File: src/rtl/aes_ahb_mover_if.sv
// rtl/aes_ahb_mover_if.sv - AHB-lite bus bundle between the AES data mover and SRAM
//
// Purpose: groups the AHB-lite address/data/response signals of one
//          single-master link so the mover and its slave share one port.
// Ports (modport master = mover side, slave = SRAM side):
//   haddr[31:0], htrans[1:0], hwrite, hsize[2:0], hwdata[31:0] : master -> slave
//   hrdata[31:0], hready, hresp                               : slave  -> master
interface aes_ahb_mover_if;
    logic [31:0] haddr;
    logic [1:0]  htrans;
    logic        hwrite;
    logic [2:0]  hsize;
    logic [31:0] hwdata;
    logic [31:0] hrdata;
    logic        hready;
    logic        hresp;

    modport master (
        output haddr, htrans, hwrite, hsize, hwdata,
        input  hrdata, hready, hresp
    );

    modport slave (
        input  haddr, htrans, hwrite, hsize, hwdata,
        output hrdata, hready, hresp
    );
endinterface

File: src/rtl/aes_ahb_mover.sv
// rtl/aes_ahb_mover.sv - AHB-lite master moving 128-bit AES blocks to/from SRAM
//
// Purpose: on a shift request, reads one 128-bit block from SRAM (mode=1) or
//          writes one 128-bit block to SRAM (mode=0) as four 32-bit single
//          NONSEQ transfers; tracks src/dst pointers and the blocks-read count.
// Ports:
//   clk, n_rst                      clock, asynchronous active-low reset
//   cfg_load, cfg_src_addr,
//   cfg_dst_addr, cfg_num_blocks    job configuration, latched only when idle
//   shift_en, mode, wr_block        transfer request from the AES controller
//   rd_block, rd_valid              assembled read block and its update pulse
//   wr_done                         write-block completion pulse
//   busy, last_round, err           status (err is sticky until cfg_load)
//   ahb                             AHB-lite master bus
module aes_ahb_mover #(
    parameter int NUM_BLK_W = 16
) (
    input  logic                 clk,
    input  logic                 n_rst,
    input  logic                 cfg_load,
    input  logic [31:0]          cfg_src_addr,
    input  logic [31:0]          cfg_dst_addr,
    input  logic [NUM_BLK_W-1:0] cfg_num_blocks,
    input  logic                 shift_en,
    input  logic                 mode,
    input  logic [127:0]         wr_block,
    output logic [127:0]         rd_block,
    output logic                 rd_valid,
    output logic                 wr_done,
    output logic                 busy,
    output logic                 last_round,
    output logic                 err,
    aes_ahb_mover_if.master      ahb
);
    localparam int          WORDS     = 4;
    localparam logic [1:0]  LAST_BEAT = 2'(WORDS - 1);
    localparam logic [1:0]  HT_IDLE   = 2'b00;
    localparam logic [1:0]  HT_NONSEQ = 2'b10;

    typedef enum logic [1:0] {S_IDLE, S_ADDR, S_DATA, S_FINISH} state_t;

    state_t                 state_q;
    logic                   mode_q;
    logic [1:0]             beat_q;
    logic [31:0]            src_ptr_q, dst_ptr_q;
    logic [NUM_BLK_W-1:0]   num_blocks_q, blocks_read_q;
    logic [127:0]           wr_buf_q, rd_block_q;
    logic                   rd_valid_q, wr_done_q, err_q;
    logic [31:0]            haddr_q, hwdata_q;
    logic [1:0]             htrans_q;
    logic                   hwrite_q;

    logic [31:0]            start_addr_d;
    logic [31:0]            wr_word_d;

    // A cfg_load coinciding with the request is honoured, so the first beat
    // must already use the freshly loaded base address.
    assign start_addr_d = mode ? (cfg_load ? cfg_src_addr : src_ptr_q)
                               : (cfg_load ? cfg_dst_addr : dst_ptr_q);
    assign wr_word_d    = wr_buf_q[{beat_q, 5'b0} +: 32];

    always_ff @(posedge clk or negedge n_rst) begin
        if (!n_rst) begin
            state_q       <= S_IDLE;
            mode_q        <= 1'b0;
            beat_q        <= '0;
            src_ptr_q     <= '0;
            dst_ptr_q     <= '0;
            num_blocks_q  <= '0;
            blocks_read_q <= '0;
            wr_buf_q      <= '0;
            rd_block_q    <= '0;
            rd_valid_q    <= 1'b0;
            wr_done_q     <= 1'b0;
            err_q         <= 1'b0;
            haddr_q       <= '0;
            htrans_q      <= HT_IDLE;
            hwrite_q      <= 1'b0;
            hwdata_q      <= '0;
        end else begin
            rd_valid_q <= 1'b0;
            wr_done_q  <= 1'b0;
            case (state_q)
                S_IDLE: begin
                    if (cfg_load) begin
                        src_ptr_q     <= cfg_src_addr;
                        dst_ptr_q     <= cfg_dst_addr;
                        num_blocks_q  <= cfg_num_blocks;
                        blocks_read_q <= '0;
                        err_q         <= 1'b0;
                    end
                    if (shift_en) begin
                        state_q  <= S_ADDR;
                        mode_q   <= mode;
                        beat_q   <= '0;
                        htrans_q <= HT_NONSEQ;
                        haddr_q  <= start_addr_d;
                        hwrite_q <= ~mode;
                        if (!mode) begin
                            wr_buf_q <= wr_block;
                        end
                    end
                end
                S_ADDR: begin
                    if (ahb.hready) begin
                        state_q  <= S_DATA;
                        htrans_q <= HT_IDLE;
                        if (!mode_q) begin
                            hwdata_q <= wr_word_d;
                        end
                    end
                end
                S_DATA: begin
                    if (ahb.hresp) begin
                        // Abort: the block is abandoned without advancing
                        // pointers or counters.
                        err_q    <= 1'b1;
                        state_q  <= S_IDLE;
                        hwrite_q <= 1'b0;
                    end else if (ahb.hready) begin
                        if (mode_q) begin
                            rd_block_q[{beat_q, 5'b0} +: 32] <= ahb.hrdata;
                        end
                        if (beat_q == LAST_BEAT) begin
                            // Pulses and bookkeeping land together so they
                            // are visible in the FINISH cycle.
                            state_q  <= S_FINISH;
                            hwrite_q <= 1'b0;
                            if (mode_q) begin
                                rd_valid_q <= 1'b1;
                                src_ptr_q  <= src_ptr_q + 32'd16;
                                if (blocks_read_q != '1) begin
                                    blocks_read_q <= blocks_read_q + 1'b1;
                                end
                            end else begin
                                wr_done_q <= 1'b1;
                                dst_ptr_q <= dst_ptr_q + 32'd16;
                            end
                        end else begin
                            beat_q   <= beat_q + 2'd1;
                            state_q  <= S_ADDR;
                            htrans_q <= HT_NONSEQ;
                            haddr_q  <= haddr_q + 32'd4;
                        end
                    end
                end
                S_FINISH: begin
                    state_q <= S_IDLE;
                end
                default: state_q <= S_IDLE;
            endcase
        end
    end

    assign rd_block   = rd_block_q;
    assign rd_valid   = rd_valid_q;
    assign wr_done    = wr_done_q;
    assign err        = err_q;
    assign busy       = (state_q != S_IDLE);
    assign last_round = (blocks_read_q == num_blocks_q);

    assign ahb.haddr  = haddr_q;
    assign ahb.htrans = htrans_q;
    assign ahb.hwrite = hwrite_q;
    assign ahb.hsize  = 3'b010;
    assign ahb.hwdata = hwdata_q;
endmodule

File: src/flat_wrapper.sv
// flat-port wrapper written by rule: the top's interface ports become plain ports
module aes_ahb_mover_flat 
#(
    parameter int NUM_BLK_W = 16
)
  (clk, n_rst, cfg_load, cfg_src_addr, cfg_dst_addr, cfg_num_blocks, shift_en, mode, wr_block, rd_block, rd_valid, wr_done, busy, last_round, err, ahb_haddr, ahb_htrans, ahb_hwrite, ahb_hsize, ahb_hwdata, ahb_hrdata, ahb_hready, ahb_hresp);
  aes_ahb_mover_if ahb_i ();
  input  logic clk;
  input  logic n_rst;
  input  logic cfg_load;
  input  logic [31:0] cfg_src_addr;
  input  logic [31:0] cfg_dst_addr;
  input  logic [NUM_BLK_W-1:0] cfg_num_blocks;
  input  logic shift_en;
  input  logic mode;
  input  logic [127:0] wr_block;
  output logic [127:0] rd_block;
  output logic rd_valid;
  output logic wr_done;
  output logic busy;
  output logic last_round;
  output logic err;
  output wire logic [$bits(ahb_i.haddr)-1:0] ahb_haddr;
  output wire logic [$bits(ahb_i.htrans)-1:0] ahb_htrans;
  output wire logic [$bits(ahb_i.hwrite)-1:0] ahb_hwrite;
  output wire logic [$bits(ahb_i.hsize)-1:0] ahb_hsize;
  output wire logic [$bits(ahb_i.hwdata)-1:0] ahb_hwdata;
  input wire logic [$bits(ahb_i.hrdata)-1:0] ahb_hrdata;
  input wire logic [$bits(ahb_i.hready)-1:0] ahb_hready;
  input wire logic [$bits(ahb_i.hresp)-1:0] ahb_hresp;
  assign ahb_haddr = ahb_i.haddr;
  assign ahb_htrans = ahb_i.htrans;
  assign ahb_hwrite = ahb_i.hwrite;
  assign ahb_hsize = ahb_i.hsize;
  assign ahb_hwdata = ahb_i.hwdata;
  assign ahb_i.hrdata = ahb_hrdata;
  assign ahb_i.hready = ahb_hready;
  assign ahb_i.hresp = ahb_hresp;
  aes_ahb_mover #(.NUM_BLK_W(NUM_BLK_W)) u_core (.clk(clk), .n_rst(n_rst), .cfg_load(cfg_load), .cfg_src_addr(cfg_src_addr), .cfg_dst_addr(cfg_dst_addr), .cfg_num_blocks(cfg_num_blocks), .shift_en(shift_en), .mode(mode), .wr_block(wr_block), .rd_block(rd_block), .rd_valid(rd_valid), .wr_done(wr_done), .busy(busy), .last_round(last_round), .err(err), .ahb(ahb_i));
endmodule
File: config.mk
export PLATFORM = sky130hd
export DESIGN_NAME = aes_ahb_mover_flat
export DESIGN_NICKNAME = d
export VERILOG_FILES = /design/src/rtl/aes_ahb_mover_if.sv /design/src/rtl/aes_ahb_mover.sv /design/src/flat_wrapper.sv
export SDC_FILE = /design/constraint.sdc
export NUM_CORES = 1
export LEC_CHECK = 0
export ABC_CLOCK_PERIOD_IN_PS = 6320
export BUFFER_PORTS_ARGS = -buffer_cell sky130_fd_sc_hd__buf_2
export CELL_PAD_IN_SITES_DETAIL_PLACEMENT = 0
export CELL_PAD_IN_SITES_GLOBAL_PLACEMENT = 1
export CORE_MARGIN = 8
export CORE_UTILIZATION = 40
export CTS_CLUSTER_SIZE = 30
export DETAILED_ROUTE_END_ITERATION = 6
export HOLD_SLACK_MARGIN = 0.1
export PLACE_DENSITY_LB_ADDON = 0.1
export SLEW_MARGIN = 30
export SYNTH_ARGS = -nofsm -noshare
export SYNTH_HDL_FRONTEND = slang
export SYNTH_SLANG_ARGS = --single-unit
File: constraint.sdc
create_clock -name clk -period 6.32 [get_ports clk]
set_input_delay 0.632 -clock clk [delete_from_list [all_inputs] [get_ports clk]]
set_output_delay 0.632 -clock clk [all_outputs]
set_load 0.1 [all_outputs]
# After elaboration in Yosys (flattened, before gate mapping)
# Index checks and enable logic that the tools add are counted.
# Widths: inputs -> output; s select.
[word_totals] out_inout_bits=203 regBits=427 elab_cells=125 input_bits=247
[op_classes] eq_ne=19 n_bitwise=3 add_sub_neg=6 shifts=3 n_reduce_logical=17 mux=61
[ops] op="$mux 32" count=15
[ops] op="$pmux 32 s2" count=3
[ops] op="$bwmux 128" count=1
[ops] op="$shift 32x9->128 const A" count=1
[ops] op="$shiftx 128x8->32" count=1
[ops] op="$shiftx 32x9->128" count=1
[ops] op="$mux 16" count=6
[ops] op="$add 32x5->32 const B" count=2
[ops] op="$add 32x3->32 const B" count=1
[ops] op="$pmux 16 s2" count=1
[ops] op="$mux 2" count=14
[ops] op="$add 16x1->16 const B" count=1
[ops] op="$eq 16x16->1" count=1
[ops] op="$mux 1" count=16
[ops] op="$ne 16x16->1 const B" count=1
[ops] op="$ne 2x2->1 const B" count=8
[ops] op="$reduce_and 5->1" count=3
[ops] op="$reduce_and 3->1" count=4
[ops] op="$neg 7->9" count=1
[ops] op="$pmux 2 s4" count=1
[ops] op="$reduce_and 4->1" count=2
[ops] op="$reduce_and 7->1" count=1
[ops] op="$eq 2x2->1 const B" count=3
[ops] op="$ne 2x1->1 const B" count=3
[ops] op="other kinds (13)" count=18

# Depth between registers and ports, before layout
[depth] word_depth=7 depth_mapped=8 depth_no_buf=8

# Worst setup path after synthesis
# Ideal clock, no wire load.
[synth_path] path_kind="reg2out" from="register u_core.blocks_read_q[8]" to="output last_round" n_path_buf=1 t_arrival_ps=3686 path_stages_with_launch=5 setup_slack_ps=2002 path_cell_list="dfrtp_1 buf_2 xnor2_1 nand4_1 nor4_1"
[synth_between] elab_chain_cells=1
[synth_lines] item="start: declaration" line="aes_ahb_mover.sv:46" rtl="logic [NUM_BLK_W-1:0] num_blocks_q, blocks_read_q;"
[synth_lines] item="start signal: assignment" line="aes_ahb_mover.sv:133" rtl="blocks_read_q <= blocks_read_q + 1'b1;"
[synth_lines] item="$eq 16x16->1" line="aes_ahb_mover.sv:160" rtl="assign last_round = (blocks_read_q == num_blocks_q);"
[synth_lines] item="end: declaration" line="flat_wrapper.sv:21" rtl="output logic last_round;"
# No other way between the ends.

# Worst setup path after layout
[layout_path] from="register u_core.state_q[0]" to="register u_core.wr_buf_q[93]"
[layout_between] elab_chain_cells=2
[layout_lines] item="start: declaration" line="aes_ahb_mover.sv:42" rtl="state_t state_q;"
[layout_lines] item="start signal: assignment" line="aes_ahb_mover.sv:64" rtl="state_q <= S_IDLE;"
[layout_lines] item="start signal: assignment" line="aes_ahb_mover.sv:93" rtl="state_q <= S_ADDR;"
[layout_lines] item="start signal: assignment" line="aes_ahb_mover.sv:106" rtl="state_q <= S_DATA;"
[layout_lines] item="$logic_not 2->1" line="aes_ahb_mover.sv:83" rtl="case (state_q)"
[layout_lines] item="$reduce_and 3->1 (no line)"
[layout_lines] item="end signal: assignment" line="aes_ahb_mover.sv:100" rtl="wr_buf_q <= wr_block;"
[layout_lines] item="end: declaration" line="aes_ahb_mover.sv:47" rtl="logic [127:0] wr_buf_q, rd_block_q;"
# No other way between the ends.
# A chain may end at the register's enable or synchronous reset.

==> flow_metrics.env <==
export IMPL_firstDrtPassIters=5
export IMPL_max_freq_mhz=310.6
export IMPL_ys_ff_latch=426
export IMPL_hold_worst_slack_ns=0.05364
export IMPL_chipWidth_um=243.5
export IMPL_synth_area_per_cell_um2=10.49
export IMPL_fp_dieArea_um2=59300
export IMPL_grt_usage_pct=22.53
export IMPL_synth_area_leaders="dfrtp_1, mux2_2, nand2_1"
export IMPL_start_util_pct=40.44
export IMPL_cp_max_fo=90
export IMPL_multi_input_area_um2=9422
export IMPL_grt_overflow=0
export IMPL_final_period_utilization_pct=50.94
export IMPL_leakage_nw=11.31
export IMPL_drtAntennaViolNets=0
export IMPL_regArea_um2=10660
export IMPL_setup_violations=0
export IMPL_status="complete, no violations"
export IMPL_rows=83
export IMPL_cp_required_ns=6.78
export IMPL_netlist_cell_type_count=76
export IMPL_gp_congestion=0.8745
export IMPL_cts_resized=0
export IMPL_hold_path_class="in2async"
export IMPL_cp_startpoint="u_core.state_q[0]$_DFFE_PN0P_"
export IMPL_fillCellCount=4796
export IMPL_grt_max_degree=158
export IMPL_hold_viol_final=0
export IMPL_htreeDepth=2
export IMPL_core_area_um2=51200
export IMPL_antenna_found_initial=25
export IMPL_synth_edff_count=0
export IMPL_clkTransAtPathRegs_ns=0.06
export IMPL_cts_setup_buffers=0
export IMPL_cp_slowest_stage_delay_ns=0.72
export IMPL_portBuffers=445
export IMPL_cts_path_max_buffers=3
export IMPL_worst_setup_path_end_kind="flip-flop"
export IMPL_ff2ff_path_depth=6
export IMPL_tns_ns=0
export IMPL_relSlewSlack_pct=38.25
export IMPL_cp_slowest_cell="nor2_1"
export IMPL_grt_pass1_vias=17040
export IMPL_synth_top_area_cell="dfrtp_1"
export IMPL_yosys_warnings=0
export IMPL_io_pins=450
export IMPL_fin_crit_ns=3.219
export IMPL_worstSkewPairLatency_ns=0.58
export IMPL_detail_route_iter0_violations=1176
export IMPL_cp_arrival_ns=3.68
export IMPL_vias_per_cell=5.507
export IMPL_crit_buf_inv=2
export IMPL_crit_family="simple AND/OR/NAND/NOR gates"
export IMPL_power_density_nw_per_um2=509.8
export IMPL_synth_async_reset_ratio_pct=100.0
export IMPL_hold_buffers=0
export IMPL_area_growth_syn_to_layout_pct=21.66
export IMPL_dp_hpwl_mm=48.30
export IMPL_critical_path_class="reg2reg"
export IMPL_post_route_drc_count=0
export IMPL_irDropWorstVdd_v=0.0003494
export IMPL_die_y_um=243.5
export IMPL_cts_tree="yes"
export IMPL_ys_flop_type="dfrtp_1"
export IMPL_regToRegSetupSlack_ns=3.10
export IMPL_synthesis_area_um2=20700
export IMPL_vias=17030
export IMPL_nNetsFinal=2622
export IMPL_finalClockSkew_ns=0.01500
export IMPL_rsz0062_at_grt="false"
export IMPL_cap_violations=0
export IMPL_crit_path_cell_trace="nor2_1 -> nand2_1 -> nor2_4 -> buf_16 -> buf_12 -> mux2_2"
export IMPL_cp_start_kind="flip-flop"
export IMPL_rr_startpoint="u_core.state_q[0]$_DFFE_PN0P_"
export IMPL_clock_sinks=426
export IMPL_wirelength_mm=68.78
export IMPL_ys_seq_area_share_pct=51.49
export IMPL_drive_gt1_share_pct=32.79
export IMPL_clockRootBuffer="clkbuf_16"
export IMPL_synth_cells=1973
export IMPL_yosys_area_top_type_share_pct=51.49
export IMPL_worst_slew_pin_slew_ns=0.9263
export IMPL_slew_violations=0
export IMPL_reg2reg_to="u_core.wr_buf_q[93]$_DFFE_PN0P_"
export IMPL_grt_pass1_wl_mm=105.6
export IMPL_wl_per_cell_um=22.24
export IMPL_cts_made_buffers=48
[where the power goes]
part,internal (mW),switching (mW),total [mW]
clock,1.71,1.15,2.86
combinational,1.54,3.93,5.47
sequential,3.69,0.826,4.51
[per-layer routing]
| layer | up-vias | global-route usage (%) | part of all wire (%) |
|---|---|---|---|
| met5 | - | 0 | 0.30 |
| li1 | 7889 | - | - |
| met4 | 34 | 7.326 | 3.1 |
| met3 | 144 | 7.079 | 8.7 |
| met2 | 622 | 34.52 | 45 |
| met1 | 8343 | 30.19 | 43 |
[stage by stage]
step / total power, mW / cells / cell area [um2] / utilization, % / setup WS [ns]
5_1_grt: 13.50 / 3087 / 25180 / 49.17 / 2.947
3_3_place_gp: 9.930 / 2993 / 23480 / 45.86 / 2.667
3_5_place_dp: 10.04 / 2995 / 23550 / 46.00 / 3.170
2_1_floorplan: 8.698 / 1975 / 20710 / - / 2.002
4_1_cts: 12.95 / 3083 / 25160 / 49.15 / 3.114
6_report: 12.84 / 3093 / 25190 / 49.20 / 3.101
[cell usage after synthesis, types with 9 or more instances]
master	n
a21oi_1	85
a311oi_1	14
a31oi_1	10
and2_1	9
and3_1	20
and4_1	11
buf_2	55
buf_4	11
clkbuf_1	59
dfrtp_1	426
ha_1	10
inv_1	23
mux2_1	15
mux2_2	148
mux2i_1	15
mux4_2	58
nand2_1	421
nand3_1	33
nand4_1	36
nor2_1	68
nor3_1	25
o21ai_0	176
o21ai_1	25
o22a_1	11
o22ai_1	32
or3_1	9
xnor2_1	16
[worst max-delay path by stage]
stage | to | depth (start not counted)
floorplan | last_round | 4
global placement | u_core.wr_buf_q[58]$_DFFE_PN0P_ | 5
detailed placement | u_core.wr_buf_q[60]$_DFFE_PN0P_ | 6
CTS | busy | 3
global route | u_core.wr_buf_q[120]$_DFFE_PN0P_ | 6
finish | u_core.wr_buf_q[93]$_DFFE_PN0P_ | 6
[sequential cells by signal, indices dropped and copies added (netlist names), 2 cells and up]
register,flops
u_core.beat_q,2
u_core.src_ptr_q,32
u_core.ahb.hwdata,32
u_core.ahb.haddr,32
u_core.state_q,2
u_core.blocks_read_q,16
u_core.rd_block,128
u_core.wr_buf_q,128
u_core.dst_ptr_q,32
u_core.num_blocks_q,16
[logic make-up after synthesis]
family                   Yosys count  synth area share, %
AND/OR/NAND/NOR                  689                15.30
AO/OA/AOI/OAI                    436                12.60
flip-flops                       426                51.49
multiplexers                     236                15.90
buffers and inverters            158                3.396
XOR/XNOR                          16               0.6768
adder cells (fa/ha/maj)           10               0.6043
other                              2              0.03627
[cell usage in the layout, fill, tap and decap left out, types with 8 or more instances in the layout]
| cell | instances |
|---|---|
| a211oi_1 | 8 |
| a21oi_1 | 83 |
| a2bb2oi_1 | 8 |
| a311oi_1 | 14 |
| a31oi_1 | 10 |
| and2_1 | 9 |
| and3_1 | 20 |
| and4_1 | 11 |
| buf_2 | 443 |
| buf_4 | 23 |
| clkbuf_1 | 15 |
| clkbuf_16 | 50 |
| clkbuf_8 | 12 |
| dfrtp_1 | 425 |
| diode_2 | 10 |
| ha_1 | 10 |
| inv_1 | 23 |
| mux2_1 | 15 |
| mux2_2 | 148 |
| mux2i_1 | 15 |
| mux4_2 | 58 |
| nand2_1 | 417 |
| nand3_1 | 33 |
| nand4_1 | 36 |
| nor2_1 | 66 |
| nor3_1 | 24 |
| o21ai_0 | 176 |
| o21ai_1 | 24 |
| o22a_1 | 11 |
| o22ai_1 | 32 |
| o31ai_1 | 8 |
| or3_1 | 9 |
| xnor2_1 | 16 |
[layout make-up]
type / count / area share [%]
antenna: 10 / 0.09934
clock buffer: 77 / 5.846
clock inverter: 11 / 0.5613
inverter: 26 / 0.3874
multi-input combinational: 1391 / 37.40
sequential: 426 / 42.32
tap: 680 / 3.378
timing repair buffer: 472 / 10.00
Power figures use the tool's default switching activity.
